--- config.mk ---
export PLATFORM = sky130hd
export DESIGN_NAME = arb_ram_port
export DESIGN_NICKNAME = d
export VERILOG_FILES = /design/src/rtl/arb_pkg.sv /design/src/rtl/arb_tag_pipe.sv /design/src/rtl/arb_ram_port.sv
export SDC_FILE = /design/constraint.sdc
export NUM_CORES = 1
export LEC_CHECK = 0
export CAP_MARGIN = 30
export CELL_PAD_IN_SITES_DETAIL_PLACEMENT = 0
export CELL_PAD_IN_SITES_GLOBAL_PLACEMENT = 2
export CORE_UTILIZATION = 24
export DETAILED_ROUTE_END_ITERATION = 16
export PLACE_DENSITY_LB_ADDON = 0.1
export RECOVER_POWER = 100
export SYNTH_ARGS = -nofsm -noshare
export SYNTH_HDL_FRONTEND = slang
export SYNTH_SLANG_ARGS = --single-unit
--- constraint.sdc ---
create_clock -name clk -period 3.3 [get_ports clk]
set_clock_uncertainty 0.15 [all_clocks]
set_input_delay 0.495 -clock clk [delete_from_list [all_inputs] [get_ports clk]]
set_output_delay 0.495 -clock clk [all_outputs]
set_load 0.005 [all_outputs]
--- src/rtl/arb_pkg.sv ---
// Shared definitions for the arbiter-to-RAM port: channel IDs, the read-tag format
// and the legal RAM latency range.
package arb_pkg;

    localparam logic [1:0] CH_A = 2'd0;
    localparam logic [1:0] CH_B = 2'd1;
    localparam logic [1:0] CH_C = 2'd2;

    localparam int TAG_W = 3;

    typedef struct packed {
        logic       vld;
        logic [1:0] chan;
    } tag_t;

    localparam int RAM_LAT_MIN = 1;
    localparam int RAM_LAT_MAX = 4;

    function automatic bit ram_lat_ok(input int lat);
        return (lat >= RAM_LAT_MIN) && (lat <= RAM_LAT_MAX);
    endfunction

endpackage

--- src/rtl/arb_tag_pipe.sv ---
// Shift register of read tags, DEPTH entries, one shift per cycle; no stall.
// A synchronous clear drops every tag that is in flight.
module arb_tag_pipe
    import arb_pkg::*;
#(
    parameter int DEPTH = 2
) (
    input  logic             clk,
    input  logic             clr,
    input  logic [TAG_W-1:0] tag_in,
    output logic [TAG_W-1:0] tag_out
);

    logic [TAG_W-1:0] stage_q [DEPTH];
    logic [TAG_W-1:0] stage_d [DEPTH];

    always_comb begin
        stage_d[0] = tag_in;
        for (int i = 1; i < DEPTH; i++) begin
            stage_d[i] = stage_q[i-1];
        end
    end

    always_ff @(posedge clk) begin
        for (int i = 0; i < DEPTH; i++) begin
            if (clr) begin
                stage_q[i] <= '0;
            end else begin
                stage_q[i] <= stage_d[i];
            end
        end
    end

    assign tag_out = stage_q[DEPTH-1];

endmodule

--- src/rtl/arb_ram_port.sv ---
// Muxes the one-hot arbiter grant onto a single-port RAM one cycle after the ack and returns
// read data to the requesting channel RAM_LAT+2 cycles after the ack; no backpressure.
module arb_ram_port
    import arb_pkg::*;
#(
    parameter int ADDR_WIDTH = 12,
    parameter int DATA_WIDTH = 8,
    parameter int RAM_LAT    = 1
) (
    input  logic                  clk,
    input  logic                  reset,
    input  logic                  ackA,
    input  logic                  ackB,
    input  logic                  ackC,
    input  logic [ADDR_WIDTH-1:0] addressA,
    input  logic [ADDR_WIDTH-1:0] addressB,
    input  logic [ADDR_WIDTH-1:0] addressC,
    input  logic [DATA_WIDTH-1:0] wrdataA,
    input  logic [DATA_WIDTH-1:0] wrdataB,
    input  logic [DATA_WIDTH-1:0] wrdataC,
    input  logic                  rdWrnA,
    input  logic                  rdWrnB,
    input  logic                  rdWrnC,
    output logic [DATA_WIDTH-1:0] rddataA,
    output logic [DATA_WIDTH-1:0] rddataB,
    output logic [DATA_WIDTH-1:0] rddataC,
    output logic                  rdvalidA,
    output logic                  rdvalidB,
    output logic                  rdvalidC,
    output logic                  ram_en,
    output logic                  ram_we,
    output logic [ADDR_WIDTH-1:0] ram_addr,
    output logic [DATA_WIDTH-1:0] ram_wdata,
    input  logic [DATA_WIDTH-1:0] ram_rdata,
    output logic                  grant_err
);

    if (!ram_lat_ok(RAM_LAT)) begin : g_bad_ram_lat
        $error("arb_ram_port: RAM_LAT %0d outside supported range 1..4", RAM_LAT);
    end

    logic [2:0]            ack;
    logic                  one_hot;
    logic                  multi_hot;
    logic [1:0]            sel_chan;
    logic                  sel_rd;
    logic [ADDR_WIDTH-1:0] sel_addr;
    logic [DATA_WIDTH-1:0] sel_wdata;

    logic                  ram_en_q, ram_en_d;
    logic                  ram_we_q, ram_we_d;
    logic [ADDR_WIDTH-1:0] ram_addr_q, ram_addr_d;
    logic [DATA_WIDTH-1:0] ram_wdata_q, ram_wdata_d;
    logic                  grant_err_q, grant_err_d;
    logic [2:0]            rdvalid_q, rdvalid_d;
    logic [DATA_WIDTH-1:0] rddata_a_q, rddata_a_d;
    logic [DATA_WIDTH-1:0] rddata_b_q, rddata_b_d;
    logic [DATA_WIDTH-1:0] rddata_c_q, rddata_c_d;

    tag_t             tag_in;
    tag_t             tag_out;
    logic [TAG_W-1:0] tag_out_raw;

    assign ack = {ackC, ackB, ackA};

    always_comb begin
        one_hot   = (ack == 3'b001) || (ack == 3'b010) || (ack == 3'b100);
        multi_hot = (ack != 3'b000) && !one_hot;

        sel_chan  = CH_A;
        sel_rd    = rdWrnA;
        sel_addr  = addressA;
        sel_wdata = wrdataA;
        case (ack)
            3'b010: begin
                sel_chan  = CH_B;
                sel_rd    = rdWrnB;
                sel_addr  = addressB;
                sel_wdata = wrdataB;
            end
            3'b100: begin
                sel_chan  = CH_C;
                sel_rd    = rdWrnC;
                sel_addr  = addressC;
                sel_wdata = wrdataC;
            end
            default: ;
        endcase

        // Address and write data only move on a legal grant so the RAM pins stay quiet when idle.
        ram_en_d    = one_hot;
        ram_we_d    = one_hot & ~sel_rd;
        ram_addr_d  = one_hot ? sel_addr  : ram_addr_q;
        ram_wdata_d = one_hot ? sel_wdata : ram_wdata_q;
        grant_err_d = grant_err_q | multi_hot;

        // The tag is loaded alongside the command so it sits in the pipe during the ram_en cycle.
        tag_in.vld  = one_hot & sel_rd;
        tag_in.chan = sel_chan;

        rdvalid_d  = 3'b000;
        rddata_a_d = rddata_a_q;
        rddata_b_d = rddata_b_q;
        rddata_c_d = rddata_c_q;
        if (tag_out.vld) begin
            case (tag_out.chan)
                CH_A: begin
                    rdvalid_d[0] = 1'b1;
                    rddata_a_d   = ram_rdata;
                end
                CH_B: begin
                    rdvalid_d[1] = 1'b1;
                    rddata_b_d   = ram_rdata;
                end
                CH_C: begin
                    rdvalid_d[2] = 1'b1;
                    rddata_c_d   = ram_rdata;
                end
                default: ;
            endcase
        end
    end

    arb_tag_pipe #(
        .DEPTH (RAM_LAT + 1)
    ) u_tag_pipe (
        .clk     (clk),
        .clr     (reset),
        .tag_in  (tag_in),
        .tag_out (tag_out_raw)
    );

    assign tag_out = tag_t'(tag_out_raw);

    always_ff @(posedge clk) begin
        if (reset) begin
            ram_en_q    <= 1'b0;
            ram_we_q    <= 1'b0;
            ram_addr_q  <= '0;
            ram_wdata_q <= '0;
            grant_err_q <= 1'b0;
            rdvalid_q   <= 3'b000;
            rddata_a_q  <= '0;
            rddata_b_q  <= '0;
            rddata_c_q  <= '0;
        end else begin
            ram_en_q    <= ram_en_d;
            ram_we_q    <= ram_we_d;
            ram_addr_q  <= ram_addr_d;
            ram_wdata_q <= ram_wdata_d;
            grant_err_q <= grant_err_d;
            rdvalid_q   <= rdvalid_d;
            rddata_a_q  <= rddata_a_d;
            rddata_b_q  <= rddata_b_d;
            rddata_c_q  <= rddata_c_d;
        end
    end

    assign ram_en    = ram_en_q;
    assign ram_we    = ram_we_q;
    assign ram_addr  = ram_addr_q;
    assign ram_wdata = ram_wdata_q;
    assign grant_err = grant_err_q;
    assign rdvalidA  = rdvalid_q[0];
    assign rdvalidB  = rdvalid_q[1];
    assign rdvalidC  = rdvalid_q[2];
    assign rddataA   = rddata_a_q;
    assign rddataB   = rddata_b_q;
    assign rddataC   = rddata_c_q;

endmodule

* Yosys cells after proc, flatten, opt, wreduce, memory -nomap -nowiden
Memory sizes are Yosys's and may differ from the RTL's. Cells that the tools add are included.
Word-level totals: register bits after elaboration 50, bits in writable memories 6, output and inout port bits 50, word-level logic and storage cells 44, memories kept 1
Memory list:
- u_tag_pipe.stage_q | depth 2, width 3, rd ports 2, clocked after Yosys merged registers in 0, write ports 2, line arb_tag_pipe.sv:14 | logic [TAG_W-1:0] stage_q [DEPTH];
Cells by class: equal/unequal tests 5, muxes and demuxes 12, bitwise operators 7, reductions and logical operators 10
Operator list (number):
- $pmux 12 s2 | 1
- $pmux 8 s2 | 1
- $mux 1 | 6
- $mux 3 | 2
- $reduce_and 2->1 | 3
- $pmux 2 s2 | 1
- $eq 3x1->1 const B | 1
- $eq 3x2->1 const B | 1
- $eq 3x3->1 const B | 1
- $or 1x1->1 | 3
- $reduce_bool 3->1 | 1
- $and 1x1->1 | 2
- $eq 2x1->1 const B | 1
- $eq 2x2->1 const B | 1
- $logic_not 2->1 | 1
- $logic_or 1x1->1 | 2
- $not 1->1 | 2
- $pmux 1 s2 | 1
- $reduce_or 2->1 | 1
- $logic_and 1x1->1 | 1
- $logic_not 1->1 | 1

* Logic depth before layout (Yosys ltp)
Gate-level depths: netlist of run 1.
word-level depth 6, mapped depth 5

* Modules after synthesis
From an unflattened synthesis of run 1, not the netlist that was laid out.
Second synthesis, totals: cells, all modules 237, area, all modules 2426.1 µm²
Modules (own cells, without submodules):
- arb_ram_port | instances 1, cells each 225, area an instance 2268.4 µm², seq. area each 1001.0 µm²
- arb_tag_pipe | instances 1, cells each 12, area an instance 157.7 µm², seq. area each 120.1 µm²

* Worst setup path after synthesis of run 1
Ideal clock, no wire load.
kind in2reg, from input port ackA, to register ram_addr_q[0] (netlist: ram_addr[0]), arrival 1.350 ns, setup slack 1.682 ns, stages on the path 5, cell sequence buf_6 -> nor2b_4 -> o31a_1 -> buf_6 -> o221a_1
On the way: word-level cells in the longest chain between the ends 3, elaborated cells on any way between the ends 6, those cells by class eq/ne (3); mux (1); reduce/logical (2)
Ends and longest elaborated chain:
- from (decl) | line arb_ram_port.sv:12 | input logic ackA,
- branches (longest 3 deep; another with $pmux 12 s2)
- to (signal assigned) | line arb_ram_port.sv:149 | ram_addr_q <= ram_addr_d;
- to (decl) | line arb_ram_port.sv:52 | logic [ADDR_WIDTH-1:0] ram_addr_q, ram_addr_d;
Several ways; the timed one is not identified. A chain may end at the register's enable or synchronous reset.

==> results of run 1 <==
[worst paths after layout]
path,startpoint,endpoint,slack [ps],depth (start not counted)
setup / recovery,reset,ram_addr[8]$_SDFFE_PP0P_,720,4
hold / removal,u_tag_pipe.stage_q[0][1]$_SDFF_PP0_,u_tag_pipe.stage_q[1][1]$_SDFF_PP0_,300,1
setup reg to reg,u_tag_pipe.stage_q[1][2]$_SDFF_PP0_,rddataA[3]$_SDFFE_PP0P_,910,3
hold reg to reg,u_tag_pipe.stage_q[0][1]$_SDFF_PP0_,u_tag_pipe.stage_q[1][1]$_SDFF_PP0_,300,1
[per-stage QoR]
step	total power, mW	hold slack, ps	utilization, %
after global placement	1.01	271	39.3
after global routing	1.44	312	40.0
final	1.37	302	40.0
after floorplan	0.844	264	-
after detailed placement	1.01	272	39.3
after CTS	1.41	301	40.2
[kinds of logic after synthesis]
family | Yosys count
multiplexers | 24
buffers and inverters | 44
AND/OR/NAND/NOR | 48
AO/OA/AOI/OAI | 66
adder cells (fa/ha/maj) | 1
flip-flops | 56
[power groups by stage]
stage	sequential, mW	combinational (mW)	clock, mW
CTS	0.723	0.276	0.413
floorplan	0.739	0.105	0
detailed placement	0.737	0.276	0
finish	0.721	0.259	0.387
global placement	0.738	0.274	0
global route	0.727	0.285	0.429
[sequential cells by signal (all words and copies together) (netlist names)]
register	cells
rddataB	8
ram_we	1
ram_addr	12
rddataC	8
u_tag_pipe.stage_q	6
rddataA	8
ram_wdata	8
grant_err	1
rdvalid_q	3
ram_en	1
[layout make-up]
class                   count  area [sq um]
well taps                 129           161
repair buffers            130          1280
clock inverters             2          16.3
inverters                  22          82.6
clock buffers               6          72.6
fillers                   963          5650
multi-input cells         139          1040
flip-flops and latches     56          1120
[per-layer routing]
layer	up-vias	global-route usage [%]	wire, um
met5	-	0	0
met1	923	16.4	2980
met2	83	22.6	3080
met4	0	4.35	65
met3	6	4.90	612
li1	1072	-	-
[worst max-delay path, cell delays in order]
cell      delay (ps)
clkbuf_1         940
clkbuf_1         920
a21oi_1           90
o221a_1          170
[cells in the mapped netlist, drive strengths merged, types with 2 or more instances]
| cell | n |
|---|---|
| a21oi | 20 |
| and2 | 2 |
| buf | 15 |
| clkbuf | 7 |
| dfxtp | 56 |
| inv | 22 |
| mux2i | 24 |
| nand2b | 3 |
| nand3b | 2 |
| nor2 | 29 |
| nor2b | 6 |
| nor3b | 3 |
| o21ai | 2 |
| o221a | 20 |
| o22a | 20 |
==> impl_metrics.json, run 1 <==
{
  "ioPinCount": 126,
  "n_antenna_cell": 0,
  "dp_cells": 476,
  "synth_compound_area_share_pct": 22.8,
  "ys.warnings.count": 0,
  "grt_pass1_vias": 2107,
  "cts_buffers": 5,
  "dieHeight_um": 101,
  "overflow": 0,
  "dp_hpwl_um": 4600,
  "drc_errors": 0,
  "async_flop_share_pct": 0,
  "slew_viol_final": 10,
  "drv_cap": 1,
  "cts_buffer_depth": 2,
  "fin_crit_ps": 2580,
  "syn_avg_cell_area_sq_um": 9.93,
  "p_leak_nw": 1.65,
  "synth_nets": 315,
  "clkTransAtPathRegs_ps": 110,
  "synth_fa_ha_area_share_pct": 0.422,
  "peakVddDrop_v": 0.000154,
  "design_area_sq_mm": 0.00377,
  "vias": 2084,
  "synth_top_flop_cell": "dfxtp_1",
  "yosys-top-cells-area": "dfxtp_1 (47%), mux2i_1 (10%), o221a_1 (9.5%)",
  "hold_path_class": "flop to flop",
  "worstSkewPairLatency_ps": 310,
  "synth-seq-area-share_pct": 47.3,
  "final_cell_mix": "clkdlybuf4s50_1 (73), dfxtp_1 (56), dlygate4sd3_1 (51), nor2_1 (29), mux2i_1 (24)",
  "yosys.area_share.xor_xnor_pct": 0,
  "instances_no_fill": 484,
  "fin_nets": 430,
  "postCtsSetupRepairBufs": 0,
  "required_ps": 3360,
  "fmax_ghz": 0.388,
  "avgViaCountPerCell": 4.31,
  "fin_tns_setup_ps": 0,
  "firstDrtPassIters": 4,
  "tightest_slew_ps": 1760,
  "tritoncts": "done",
  "root_buffer": "clkbuf_8",
  "synth_top_family_by_area": "compound AO/OA/AOI/OAI gates",
  "core_sq_mm": 0.00942,
  "place_ws_ps": 479,
  "worstSetupPathType": "input pin to flop",
  "clkPwrFrac_pct": 28.3,
  "synthMuxAreaShare_pct": 10.1,
  "hold_violations": 0,
  "die-area_sq_mm": 0.0103,
  "antenna_left": 0,
  "power_density_mw_per_mm2": 363,
  "die_w_um": 101,
  "start_util_pct": 25.2,
  "final_layout_size_suffix_gt1_share_pct": 3.38,
  "cts-resized-gates": 0,
  "finalCritPeriodShare_pct": 78.1,
  "track_usage_pct": 13.6,
  "grt_max_degree": 30,
  "core.rowCount": 35,
  "areaGrowthSynthToFinish_pct": 58.9,
  "gp_congestion": 0.719,
  "critPathArrivalTime_ps": 2640,
  "clock_sinks": 56,
  "synth.top_cell.area_share_pct": 47.3,
  "ys_seq_elements": 56,
  "setup_ws_ps": 722,
  "setup_violations": 0,
  "critical_path.startpoint_type": "input pin",
  "p_sw_share_pct": 25.2,
  "synth_edf_count": 0,
  "endpoint_kind": "flop",
  "place_area_sq_mm": 0.00370,
  "cp_max_fo": 29,
  "htreeDepth": 2,
  "syn_inst": 239,
  "combPwrFrac_pct": 18.9,
  "synth_top_cell_by_area": "dfxtp_1",
  "grt_antenna_before_repair": 0,
  "synth_area_sq_mm": 0.00237,
  "wire_per_inst_um": 13.9,
  "detailedRoute.firstIterationViolations": 32,
  "p_int_mw": 1.02,
  "portBuffers": 125,
  "pwr-share-seq_pct": 52.7,
  "rsz0062_at_grt": "false",
  "wl_um": 6740,
  "grt_pass1_wl_um": 10800,
  "status": "complete, but fails checks",
  "violations": "max-capacitance violations, max-slew violations",
  "synth.distinct_cells": 27,
  "final_common_cell": "clkdlybuf4s50_1",
  "cts-hold-fix-buffers": 0,
  "yosys.area_share.simple_pct": 10.6,
  "p_switching_mw": 0.345,
  "slew_headroom_pct": -17.5
}
No activity file was read; power rests on OpenSTA's default activity.
==> run 2: changes to the inputs <==
--- a/config.mk
+++ b/config.mk
@@ -8,7 +8,7 @@
 export CAP_MARGIN = 30
 export CELL_PAD_IN_SITES_DETAIL_PLACEMENT = 0
 export CELL_PAD_IN_SITES_GLOBAL_PLACEMENT = 2
-export CORE_UTILIZATION = 24
+export CORE_UTILIZATION = 22
 export DETAILED_ROUTE_END_ITERATION = 16
 export PLACE_DENSITY_LB_ADDON = 0.1
 export RECOVER_POWER = 100
==> constraint.sdc (replaced) <==
create_clock -name clk -period 2.62 [get_ports clk]
set_clock_uncertainty 0.15 [all_clocks]
set_input_delay 0.393 -clock clk [delete_from_list [all_inputs] [get_ports clk]]
set_output_delay 0.393 -clock clk [all_outputs]
set_load 0.005 [all_outputs]
==> run 2 against run 1 <==
Compared with the run above:
- the run now ends clean
- combinational power grew 29%
- total power grew 25%
- setup slack got worse by 340 ps
- sequential power up 26%
- global-route usage fell by 0.96 points
- sequential share of layout area decreased by 0.30 points
- flip-flop and latch count unchanged
- largest power group unchanged
- highest routed layer unchanged
==> impl_metrics.json, run 2 (synthesis results as in run 1) <==
{
  "status": "finished clean",
  "peakVddDrop_v": 0.000189,
  "final_common_cell": "clkdlybuf4s50_1",
  "avgViaCountPerCell": 4.28,
  "ioPinCount": 126,
  "worst-path-buf-inv": 1,
  "grt_pass1_wl_um": 11100,
  "die_w_um": 106,
  "hold_path_class": "flop to flop",
  "worstSetupPathType": "input pin to flop",
  "largest_reg_flops": 12,
  "critPathSlowestCell": "o31a_1",
  "hold_violations": 0,
  "detailedRoute.firstIterationViolations": 43,
  "worstSkewPairLatency_ps": 300,
  "critPathArrivalTime_ps": 2340,
  "final_core_util_pct": 36.7,
  "htreeDepth": 2,
  "postCtsSetupRepairBufs": 0,
  "tightest_slew_ps": 1140,
  "dieHeight_um": 106,
  "slew_headroom_pct": 24.2,
  "cts-hold-fix-buffers": 0,
  "gp_congestion": 0.716,
  "drv_cap": 0,
  "areaGrowthSynthToFinish_pct": 60.5,
  "fill_cells": 1089,
  "track_usage_pct": 12.7,
  "clkTransAtPathRegs_ps": 100,
  "dp_cells": 488,
  "setup_violations": 0,
  "grt_pass1_vias": 2228,
  "core_sq_mm": 0.0104,
  "slowest_delay_ps": 720,
  "fmax_ghz": 0.446,
  "grt_antenna_before_repair": 0,
  "die-area_sq_mm": 0.0112,
  "fin_nets": 435,
  "wl_um": 6940,
  "cp_max_fo": 20,
  "grt_max_degree": 23,
  "endpoint_kind": "flop",
  "rsz0062_at_grt": "false",
  "root_buffer": "clkbuf_8",
  "fin_crit_ps": 2240,
  "drc_errors": 0,
  "cts-resized-gates": 0,
  "cp_top_family": "compound AO/OA/AOI/OAI gates",
  "instances_no_fill": 496,
  "p_leak_nw": 1.66,
  "final-seq-area_sq_mm": 0.00112,
  "n_antenna_cell": 0,
  "cts_buffers": 5,
  "vias": 2124,
  "start_util_pct": 22.9,
  "worstPathCellList": "dlygate4sd3_1 > nor2b_1 > o31a_1 > o221a_1",
  "core.rowCount": 37,
  "final_layout_size_suffix_gt1_share_pct": 4.17,
  "overflow": 0,
  "tritoncts": "done",
  "slew_viol_final": 0,
  "final_cell_mix": "clkdlybuf4s50_1 (73), dfxtp_1 (56), dlygate4sd3_1 (51), nor2_1 (29), mux2i_1 (24)",
  "antenna_left": 0,
  "firstDrtPassIters": 4,
  "cts_buffer_depth": 2,
  "worst_hold_slack_ps": 298,
  "finalCritPeriodShare_pct": 85.6,
  "required_ps": 2710,
  "critical_path.startpoint_type": "input pin",
  "portBuffers": 125,
  "dp_hpwl_um": 5190,
  "fin_tns_setup_ps": 0,
  "power_density_mw_per_mm2": 450,
  "wire_per_inst_um": 14.0,
  "clock_sinks": 56,
  "multiInputGateArea_sq_mm": 0.00104
}
run 2: changes by cell type in the layout (fill, tap and decap cells not counted), sizes merged:
cell    previous run  this run
buf                4         7
clkbuf             8        10
run 2: metal layers:
layer,global-route usage [%],routed length (um),up-vias
li1,-,-,1083
met1,14.3,3000,960
met2,22.8,3360,75
met3,4.08,513,6
met4,3.27,70,0
met5,0,0,-
run 2: final timing paths:
check	startpoint	endpoint	slack, ps	depth (start not counted)
setup / recovery	ackA	ram_addr[1]$_SDFFE_PP0P_	380	4
hold / removal	u_tag_pipe.stage_q[0][1]$_SDFF_PP0_	u_tag_pipe.stage_q[1][1]$_SDFF_PP0_	300	1
setup reg to reg	u_tag_pipe.stage_q[1][2]$_SDFF_PP0_	rddataA[1]$_SDFFE_PP0P_	740	4
hold reg to reg	u_tag_pipe.stage_q[0][1]$_SDFF_PP0_	u_tag_pipe.stage_q[1][1]$_SDFF_PP0_	300	1
run 2: per-stage QoR:
stage | total power [mW] | cell area (sq um) | setup WS, ps
2_1_floorplan | 1.06 | 2370 | 1100
3_3_place_gp | 1.28 | 3740 | 165
3_5_place_dp | 1.28 | 3740 | 111
4_1_cts | 1.77 | 3830 | 384
5_1_grt | 1.81 | 3810 | 235
6_report | 1.72 | 3810 | 377
run 2: worst reg2reg max path, cell delays in order (launching register included):
cell and delay (ps):
dfxtp_1 350, nor3b_1 450, clkbuf_1 480, mux2i_1 250
nor2_1 50
run 2: final cells by class:
cell class | count | area share (%)
tap | 136 | 4.47
inverter | 22 | 2.17
multi-input combinational | 139 | 27.2
clock inverter | 2 | 0.427
clock buffer | 6 | 1.91
sequential | 56 | 29.4
timing repair buffer | 135 | 34.4
run 2: power breakdown:
group / switching, mW / internal, mW
combinational: 0.123 / 0.209
clock: 0.283 / 0.191
sequential: 0.0182 / 0.890
==> run 3: changes to the inputs <==
--- a/config.mk
+++ b/config.mk
@@ -12,6 +12,7 @@
 export DETAILED_ROUTE_END_ITERATION = 16
 export PLACE_DENSITY_LB_ADDON = 0.1
 export RECOVER_POWER = 100
+export SETUP_SLACK_MARGIN = 0.5
 export SYNTH_ARGS = -nofsm -noshare
 export SYNTH_HDL_FRONTEND = slang
 export SYNTH_SLANG_ARGS = --single-unit
==> constraint.sdc (replaced) <==
create_clock -name clk -period 2.3 [get_ports clk]
set_clock_uncertainty 0.15 [all_clocks]
set_input_delay 0.345 -clock clk [delete_from_list [all_inputs] [get_ports clk]]
set_output_delay 0.345 -clock clk [all_outputs]
set_load 0.005 [all_outputs]
==> run 3 against run 2 <==
Compared with the run above:
- setup slack better by 130 ps
- core utilization is 0.51 points higher
- global-route usage is 0.50 points higher
- worst hold slack worse by 6.7 ps
- first-iteration DRC count is 12% lower
- final cell count stayed put
- combinational power is 15% higher
- register-to-register slack worse by 170 ps
- via count is 1.6% higher
==> impl_metrics.json, run 3 (synthesis results as in run 1) <==
{
  "critPathSlowestCell": "o221a_1",
  "rsz0062_at_grt": "false",
  "core_sq_mm": 0.0104,
  "start_util_pct": 22.9,
  "tightest_slew_ps": 793,
  "grt_antenna_before_repair": 0,
  "worstPathCellList": "dlygate4sd2_1 > nor2b_1 > o31a_1 > clkbuf_2 > o221a_1",
  "p_leak_nw": 1.71,
  "wl_um": 7260,
  "dieHeight_um": 106,
  "reg2regPathDepth": 4,
  "core.rowCount": 37,
  "n_antenna_cell": 0,
  "detailedRoute.firstIterationViolations": 38,
  "antenna_left": 0,
  "areaGrowthSynthToFinish_pct": 62.7,
  "final_core_util_pct": 37.2,
  "slew_viol_final": 0,
  "cp.depth": 5,
  "power_density_mw_per_mm2": 559,
  "vias": 2157,
  "worst-path-buf-inv": 2,
  "hold_violations": 0,
  "root_buffer": "clkbuf_8",
  "overflow": 0,
  "fin_nets": 436,
  "cp_max_fo": 20,
  "drc_errors": 0,
  "cts_buffers": 5,
  "die_w_um": 106,
  "drv_cap": 0,
  "required_ps": 2350,
  "critPathArrivalTime_ps": 1840,
  "firstDrtPassIters": 4,
  "fmax_ghz": 0.559,
  "endpoint_kind": "flop",
  "dp_hpwl_um": 5220,
  "largest_reg_flops": 12,
  "final_layout_size_suffix_gt1_share_pct": 5.28,
  "grt_max_degree": 25,
  "worstSetupPathType": "input pin to flop",
  "htreeDepth": 2,
  "hold_path_class": "flop to flop",
  "status": "finished clean",
  "final_common_cell": "clkdlybuf4s50_1",
  "cts_buffer_depth": 2,
  "final_cell_mix": "clkdlybuf4s50_1 (71), dfxtp_1 (56), dlygate4sd3_1 (50), nor2_1 (29), mux2i_1 (24)",
  "slowest_delay_ps": 360,
  "grt_pass1_vias": 2231,
  "grt_pass1_wl_um": 11400,
  "tritoncts": "done",
  "wire_per_inst_um": 14.6,
  "fin_tns_setup_ps": 0,
  "cp_top_family": "buffers and inverters",
  "die-area_sq_mm": 0.0112,
  "portBuffers": 125,
  "finalCritPeriodShare_pct": 77.8,
  "clock_sinks": 56,
  "critical_path.startpoint_type": "input pin",
  "peakVddDrop_v": 0.000253,
  "fin_crit_ps": 1790,
  "slew_headroom_pct": 47.2,
  "track_usage_pct": 13.2,
  "setup_violations": 0,
  "hold_path_depth": 1,
  "cts-hold-fix-buffers": 0,
  "avgViaCountPerCell": 4.35,
  "clkTransAtPathRegs_ps": 100,
  "worstSkewPairLatency_ps": 300,
  "postCtsSetupRepairBufs": 0,
  "ioPinCount": 126,
  "gp_congestion": 0.708
}
-- run 3: worst paths after layout --
kind / start / to / slack [ps]
hold reg to reg: u_tag_pipe.stage_q[0][2]$_SDFF_PP0_ / u_tag_pipe.stage_q[1][2]$_SDFF_PP0_ / 290
setup reg to reg: u_tag_pipe.stage_q[1][2]$_SDFF_PP0_ / rddataA[1]$_SDFFE_PP0P_ / 570
setup / recovery: ackB / ram_addr[2]$_SDFFE_PP0P_ / 510
hold / removal: u_tag_pipe.stage_q[0][2]$_SDFF_PP0_ / u_tag_pipe.stage_q[1][2]$_SDFF_PP0_ / 290
-- run 3: report_power, final --
| group | leakage (nW) | switching, mW | total (mW) | internal [mW] |
|---|---|---|---|---|
| combinational | 1.19 | 0.144 | 0.384 | 0.239 |
| clock | 0.0642 | 0.310 | 0.739 | 0.429 |
| sequential | 0.458 | 0.0215 | 1.04 | 1.01 |
| total | 1.71 | 0.476 | 2.16 | 1.68 |
-- run 3: timing repair --
action | CTS | global route
resized for setup | 1 | 2
pin swaps | 0 | 0
endpoints found under the setup margin | 20 | 21
gates cloned | 0 | 0
hold endpoints to repair | 0 | 0
-- run 3: layout make-up --
class	instances	area (sq um)
clock inverters	2	60.1
clock buffers	5	68.8
inverters	22	82.6
well taps	136	170
fillers	1073	6510
flip-flops and latches	56	1120
multi-input cells	139	1040
repair buffers	136	1310
-- run 3: layer usage --
| layer | global-route usage, % | vias up | share of wire, % |
|---|---|---|---|
| met2 | 22.5 | 77 | 48 |
| li1 | - | 1084 | - |
| met1 | 15.6 | 991 | 43 |
| met3 | 4.64 | 5 | 8.2 |
| met5 | 0 | - | 0 |
| met4 | 3.27 | 0 | 0.98 |
-- run 3: worst reg2reg max path: cells and delay by family, from the launching register on --
family | cells | cell delay, ps
buf+inv | 1 | 540
flops | 1 | 360
simple gates | 2 | 300
mux | 1 | 260
-- run 3: metrics by stage --
| step | power, mW | instance area [sq um] | worst slack [ps] | hold WS (ps) | cells |
|---|---|---|---|---|---|
| 3_3_place_gp | 1.47 | 3760 | 157 | 272 | 489 |
| 6_report | 2.16 | 3860 | 511 | 292 | 496 |
| 3_5_place_dp | 1.47 | 3760 | 128 | 277 | 489 |
| 5_1_grt | 2.27 | 3860 | 414 | 313 | 496 |
| 2_1_floorplan | 1.21 | 2370 | 832 | 264 | 239 |
| 4_1_cts | 2.23 | 3890 | 506 | 301 | 496 |
